### config.mk
export PLATFORM = sky130hd
export DESIGN_NAME = mul_pipe_issue_ctrl
export DESIGN_NICKNAME = d
export VERILOG_FILES = /design/src/rtl/mul_pipe_issue_ctrl.sv
export SDC_FILE = /design/constraint.sdc
export NUM_CORES = 1
export LEC_CHECK = 0
export CORE_MARGIN = 2
export CORE_UTILIZATION = 40
export CTS_BUF_LIST = sky130_fd_sc_hd__clkbuf_16
export DETAILED_ROUTE_END_ITERATION = 10
export PLACE_DENSITY = 0.64
export SYNTH_ARGS = -nofsm -noshare
export SYNTH_HDL_FRONTEND = slang
export SYNTH_SLANG_ARGS = --single-unit
export TNS_END_PERCENT = 20
### constraint.sdc
create_clock -name clk -period 4.1 [get_ports clk]
set_input_delay 0.82 -clock clk [delete_from_list [all_inputs] [get_ports clk]]
set_output_delay 0.82 -clock clk [all_outputs]
set_load 0.005 [all_outputs]
### src/rtl/mul_pipe_issue_ctrl.sv
// Issue/capture controller wrapped around a free-running 32x32 multiplier.
// Operands go straight to the multiplier on accept. A valid/tag chain matched
// to the multiplier latency marks when each product shows up on mul_out, and
// that product is written into a show-ahead FIFO. Admission is credit based:
// an op is taken only if every op already in the chain or the FIFO still has a
// guaranteed slot, because the pipeline cannot stall.
module mul_pipe_issue_ctrl #(
  parameter int LATENCY = 7,
  parameter int DEPTH   = 8,
  parameter int TAG_W   = 4
) (
  input  logic                     clk,
  input  logic                     reset,
  input  logic                     in_valid,
  output logic                     in_ready,
  input  logic [31:0]              in_a,
  input  logic [31:0]              in_b,
  input  logic [TAG_W-1:0]         in_tag,
  output logic [31:0]              mul_a,
  output logic [31:0]              mul_b,
  input  logic [63:0]              mul_out,
  output logic                     out_valid,
  input  logic                     out_ready,
  output logic [63:0]              out_prod,
  output logic [TAG_W-1:0]         out_tag,
  output logic [$clog2(DEPTH):0]   inflight,
  output logic                     busy
);

  localparam int AW = $clog2(DEPTH);
  localparam int CW = AW + 1;

  logic [LATENCY-1:0]            r_vld_pipe;
  logic [LATENCY-1:0][TAG_W-1:0] r_tag_pipe;
  logic [63:0]                   r_mem_prod [DEPTH];
  logic [TAG_W-1:0]              r_mem_tag  [DEPTH];
  logic [AW-1:0]                 r_wr_ptr;
  logic [AW-1:0]                 r_rd_ptr;
  logic [CW-1:0]                 r_cnt;
  logic [CW-1:0]                 r_infl;

  logic [CW:0] w_pending;
  logic        w_credit;
  logic        w_accept;
  logic        w_accept_d;
  logic        w_push;
  logic        w_pop;

  // Pending counts both the chain and the FIFO, so sustained one-per-cycle
  // issue with a continuously draining consumer needs DEPTH > LATENCY + 1.
  assign w_pending = {1'b0, r_infl} + {1'b0, r_cnt};
  assign w_credit  = (w_pending < (CW+1)'(DEPTH));
  assign in_ready  = reset & w_credit;
  assign w_accept  = in_valid & in_ready;
  // Flop-side accept leaves reset out of the data path; while reset is low
  // every flop it feeds is held cleared anyway.
  assign w_accept_d = in_valid & w_credit;

  assign mul_a = w_accept ? in_a : 32'd0;
  assign mul_b = w_accept ? in_b : 32'd0;

  assign w_push    = r_vld_pipe[LATENCY-1];
  assign out_valid = (r_cnt != '0);
  assign w_pop     = out_valid & out_ready;

  assign out_prod = r_mem_prod[r_rd_ptr];
  assign out_tag  = r_mem_tag[r_rd_ptr];
  assign inflight = r_infl;
  assign busy     = (r_infl != '0) | (r_cnt != '0);

  // Valid/tag chain: one slot per multiplier stage, tail marks a ready product.
  always_ff @(posedge clk or negedge reset) begin
    if (!reset) begin
      r_vld_pipe <= '0;
      r_tag_pipe <= '0;
    end else begin
      for (int i = 1; i < LATENCY; i++) begin
        r_vld_pipe[i] <= r_vld_pipe[i-1];
        r_tag_pipe[i] <= r_tag_pipe[i-1];
      end
      r_vld_pipe[0] <= w_accept_d;
      r_tag_pipe[0] <= in_tag;
    end
  end

  // In-flight counter: +1 on accept, -1 when the tail is captured.
  always_ff @(posedge clk or negedge reset) begin
    if (!reset) begin
      r_infl <= '0;
    end else begin
      case ({w_accept_d, w_push})
        2'b10:   r_infl <= r_infl + CW'(1);
        2'b01:   r_infl <= r_infl - CW'(1);
        default: r_infl <= r_infl;
      endcase
    end
  end

  // FIFO pointers and occupancy; pointers wrap naturally since DEPTH is 2^AW.
  always_ff @(posedge clk or negedge reset) begin
    if (!reset) begin
      r_wr_ptr <= '0;
      r_rd_ptr <= '0;
      r_cnt    <= '0;
    end else begin
      if (w_push) r_wr_ptr <= r_wr_ptr + AW'(1);
      if (w_pop)  r_rd_ptr <= r_rd_ptr + AW'(1);
      case ({w_push, w_pop})
        2'b10:   r_cnt <= r_cnt + CW'(1);
        2'b01:   r_cnt <= r_cnt - CW'(1);
        default: r_cnt <= r_cnt;
      endcase
    end
  end

  // FIFO storage; cleared on reset so the head reads zero out of reset.
  always_ff @(posedge clk or negedge reset) begin
    if (!reset) begin
      for (int i = 0; i < DEPTH; i++) begin
        r_mem_prod[i] <= '0;
        r_mem_tag[i]  <= '0;
      end
    end else if (w_push) begin
      r_mem_prod[r_wr_ptr] <= mul_out;
      r_mem_tag[r_wr_ptr]  <= r_tag_pipe[LATENCY-1];
    end
  end

endmodule
# [After elaboration in Yosys (flattened, before gate mapping)]
# Index checks and enable logic that the tools add are counted.
[op_classes] muxes=16 div_mod_pow=0 n_eq_ne=4 n_addsub=7 order_cmp=4 shifts=0 multipliers=0 bitwise_logic=7 reduce_logical=5
[ops] op="512-bit bitwise mux" n=1
[ops] op="64-bit binary-select mux with 3-bit select" n=1
[ops] op="64-bit demux with 3-bit select" n=1
[ops] op="64-bit 2-to-1 mux" n=3
[ops] op="32-bit 2-to-1 mux" n=2
[ops] op="32-bit bitwise mux" n=1
[ops] op="4-bit case mux with 2 select lines" n=2
[ops] op="4-bit binary-select mux with 3-bit select" n=1
[ops] op="4-bit demux with 3-bit select" n=1
[ops] op="4-bit 2-to-1 mux" n=3
[ops] op="4-bit by 1-bit adder with 4-bit output (second input constant)" n=2
[ops] op="4-bit greater-or-equal comparator (second input constant)" n=2
[ops] op="3-bit inverter with 4-bit output" n=2
[ops] op="4-bit nonzero test" n=2
[ops] op="4-bit by 1-bit subtractor with 4-bit output (second input constant)" n=2
[ops] op="3-bit by 1-bit adder with 3-bit output (second input constant)" n=2
[ops] op="4-bit by 4-bit adder with 5-bit output" n=1
[ops] op="5-bit by 4-bit < comparator with 1-bit output (second input constant)" n=1
[ops] op="1-bit bitwise AND" n=4
[ops] op="2-bit by 1-bit equality test with 1-bit output (second input constant)" n=2
[ops] op="2-bit equality test (second input constant)" n=2
[ops] op="4-bit by 1-bit < comparator with 1-bit output (second input constant)" n=1
[ops] op="2-bit nonzero test" n=2
[ops] op="1-bit logical AND" n=1
[ops] op="1-bit bitwise OR" n=1
[word_totals] mem_bits_ro=0 inputBits=136 reg_bits=593 mem_count=0 latchBits=0 wordCells=71 mem_bits_rw=0

# [Longest topological paths before layout]
[logic_depth] depth_word=6 mapped_depth=9 depth_no_buf=9

# [Least setup slack after synthesis]
# OpenSTA, ideal clock, no wires.
[synth_path] path_type="reg-to-reg" startpoint="register r_infl[3], in the netlist inflight[3]" endpoint="register r_infl[3], in the netlist inflight[3]" path_slack_ps=1135 required_time_ps=3966 stages_incl_launch_ff=10 setup_time_ps=134 t_arrival_ps=2831 path_cell_list="dfrtp_1 ha_1 or3_1 a21oi_1 nand2_1 ha_1 ha_1 or4b_2 o311ai_0 o211ai_1"
[synth_between] elab_chain_len=5 word_cells_on_any_way=9
[synth_rtl] item="start: declaration" line_no="40" rtl="logic [CW-1:0] r_infl;"
[synth_rtl] item="start signal: assignment" line_no="92" rtl="2'b10: r_infl <= r_infl + CW'(1);"
[synth_rtl] item="start signal: assignment" line_no="93" rtl="2'b01: r_infl <= r_infl - CW'(1);"
[synth_rtl] item="start signal: assignment" line_no="94" rtl="default: r_infl <= r_infl;"
[synth_rtl] item="4-bit by 4-bit adder with 5-bit output" line_no="51" rtl="assign w_pending = {1'b0, r_infl} + {1'b0, r_cnt};"
[synth_rtl] item="5-bit by 4-bit < comparator with 1-bit output" line_no="52" rtl="assign w_credit = (w_pending < (CW+1)'(DEPTH));"
[synth_rtl] item="1-bit bitwise AND" line_no="57" rtl="assign w_accept_d = in_valid & w_credit;"
[synth_rtl] item="2-bit by 1-bit equality test with 1-bit output or 2-bit equality test (tied branches)" line_no="91" rtl="case ({w_accept_d, w_push})"
[synth_rtl] item="4-bit case mux with 2 select lines or 2-bit nonzero test (tied branches)"
# Several ways; a longest one is shown, not always the timed one.
# A chain may end at the register's enable or synchronous reset.

# [Worst setup path in the final report]
[layout_path] startpoint="register r_rd_ptr[0]" endpoint="output out_prod[42]"
[layout_between] elab_chain_len=4
[layout_rtl] item="start: declaration" line_no="38" rtl="logic [AW-1:0] r_rd_ptr;"
[layout_rtl] item="start signal: assignment" line_no="107" rtl="if (w_pop) r_rd_ptr <= r_rd_ptr + AW'(1);"
[layout_rtl] item="3-bit inverter with 4-bit output (not written as such)" line_no="66" rtl="assign out_prod = r_mem_prod[r_rd_ptr];"
[layout_rtl] item="64-bit binary-select mux with 3-bit select" line_no="66"
[layout_rtl] item="64-bit 2-to-1 mux (not written as such) (2 in series)" line_no="66"
[layout_rtl] item="end: declaration" line_no="24" rtl="output logic [63:0] out_prod,"
# Every way passes these cells. The select of a mux whose other input is x is not followed.

==> metrics <==
CP max FO 20; most common cell after layout, fill and taps aside mux2_2; Post-Synth Adder-Cell Area less than 1%; Residual DRC 0; CTS tree yes; VDD IR-drop max around 0.35 mV; Final nets about 2000; initial antenna violation count 3; Die ar. a little under 70000 um2; Avg Cell Area, Syn between 15 and 20 um2; Clk pin slew, worst setup/hold paths about 0.060 ns; final setup TNS 0 ns; Max Slew Vio Count 0; status finished, final reports clean; Post-synth EDFFs 0; hold_ws between 0.1 and 0.15 ns; fraction of registers with async set/reset 100%; via count of the routed design 14767; gr ovfl total 0; critical path class flop to primary output; WL final between 60000 and 70000 um; post-CTS setup buffers 0; Least-Margin Pin Slew 1.09 ns; pwr dens 825 nW/um2; fillcell total between 5000 and 6000; Hold/Removal Path Class primary input to asynchronous set/reset pin; endpoints failing hold 0; XOR/XNOR Fraction of Synth Area less than 1%; clock root buffer clkbuf_16; row cnt 94; Peak Freq roughly 260 MHz; Reg area ~15000 um2; vias in the first global route 16354; # IOs approximately 280; RSZ-0062 raised after global routing false; area delta synth->final 21.9%; DR iter-0 viols 789; Startpoint Class flop; Worst Setup End Kind primary output; max-capacitance violation count 0; Final period util about 94%; crit path DAT 3.03 ns; drt pass-1 iters 4; CTS Buf Count 67; most used flip-flop cell after synthesis dfrtp_1; post-synthesis cell count ~1600; most used cells in the layout excluding fill and tap cells mux2_2, dfrtp_1, clkdlybuf4s50_1; largest net degree at the start of global routing about 170; setup violators final 0; # diodes 0; via/cell ratio approximately 5.3; total track usage between 10% and 20%; syn_nets 1748; post-synthesis register bit count between 500 and 600; clk_lat worst skew ~0.58 ns; Netlist Area Pre-Place approximately 26000 um2; unique cell type count in the Yosys netlist 36; DIE HEIGHT roughly 260 um; Sink Count about 590; Simple-Gate Fraction of Synth Area 2.53%; Synth area leader dfrtp_1; top cell type's share of synthesized area 56.0%; global-route wire length before repair roughly 95000 um; fraction of layout cells with a size suffix above 1 46.2%; gpl congestion 0.750; Die Span X about 260 um; dominant cells by area after synthesis dfrtp_1, mux2_2, mux4_2; Core ar. 65600 um2; Final Critical Period 3.85 ns; Post-Route Skew roughly 0.015 ns; register area share after synthesis roughly 56%; Clock Path Buffers 3; area of the multi-input gates 11100 um2; mux cell area share after synthesis ~38%; Routed WL per cell between 20 and 25 um; Syn. warnings 0; Starting Density approximately 40%; Crit path required time 3.28 ns; largest family of logic cells by synthesized area multiplexers; HPWL after detailed placement approximately 36000 um; Max-slew headroom 26.9%; Compound-Gate Fraction of Synth Area less than 1%; port buffer count 274; Pleak 0.0135 uW; CTS H-Tree Depth 3; Final ANT Viol Nets 0
state kept, by name (all words and copies together), names as in the netlist:
name and flops:
r_mem_prod 512, r_mem_tag 32, r_tag_pipe 28, r_vld_pipe 7
inflight 4, r_cnt 4, r_rd_ptr 3, r_wr_ptr 3
cells in the mapped netlist, drive strengths merged, types with 3 or more instances:
cell / instances
nand2: 8
clkbuf: 18
and2: 66
xor2: 3
inv: 10
ha: 11
buf: 88
a21oi: 5
nand3: 5
mux4: 136
dfrtp: 593
mux2: 616
o21ai: 3
nor3b: 8
nand4b: 4
xnor2: 5
area by class of cell:
type / count / share of cell area (%)
Clock inverter: 44 / 0.930
Multi-Input combinational cell: 890 / 34.2
Timing Repair Buffer: 310 / 9.97
Tap cell: 864 / 3.35
Inverter: 10 / 0.116
Clock buffer: 70 / 5.42
Sequential cell: 593 / 46.0
path summary, 6_finish.rpt:
path | from | end | depth (start not counted) | slack (ns)
min in group clk | r_tag_pipe[9] | r_tag_pipe[13] | 0 | 0.34
max in group asynchronous | reset | r_mem_prod[316] | 3 | 2.11
hold reg to reg | r_tag_pipe[9] | r_tag_pipe[13] | 0 | 0.34
setup / recovery | r_rd_ptr[0] | out_prod[42] | 5 | 0.25
hold / removal | reset | r_mem_prod[189] | 1 | 0.11
setup reg to reg | inflight[3] | inflight[3] | 9 | 0.92
power by group:
| part | total, uW | switching [uW] | internal [uW] |
|---|---|---|---|
| registers | 10100 | 1490 | 8650 |
| clock network | 5610 | 2300 | 3320 |
| logic | 10900 | 3790 | 7110 |
kinds of logic after synthesis:
kind of cell | count (synthesis)
fa+ha+maj | 13
xor+xnor | 8
mux | 753
simple gates | 100
compound gates | 16
flops | 593
buf+inv | 116
metal layers:
| metal | global-route usage (%) | up-vias | share of wire (%) |
|---|---|---|---|
| met2 | 31.0 | 310 | 51 |
| met5 | 0 | - | 0.071 |
| met3 | 2.93 | 74 | 4.1 |
| met1 | 23.8 | 7891 | 43 |
| li1 | - | 6486 | - |
| met4 | 4.88 | 6 | 1.7 |
critical path, stage by stage, from the launching register on:
cell             delay, ns
dfrtp_4               0.61
buf_12                0.27
buf_4                 0.23
mux4_2                0.52
mux2_2                0.28
clkdlybuf4s50_1       0.51
metrics by stage:
| step | cells | setup slack [ns] | power, uW | area, um2 | util [%] |
|---|---|---|---|---|---|
| 4_1_cts | 2781 | 0.101 | 27100 | 32300 | 49.2 |
| 5_1_grt | 2781 | 0.0755 | 28300 | 32300 | 49.2 |
| 3_3_place_gp | 2667 | 0.643 | 20900 | 30200 | 46.1 |
| 3_5_place_dp | 2667 | 0.579 | 21300 | 30200 | 46.1 |
| 2_1_floorplan | 1599 | 1.14 | 17000 | 26500 | - |
| 6_report | 2781 | 0.252 | 26700 | 32300 | 49.2 |
repair_timing:
item,4_1_cts,5_1_grt
setup endpoints to repair,0,17
hold buffers,0,0
resized for setup,0,1
hold endpoints to repair,0,0
(Power assumes the default switching activity.)
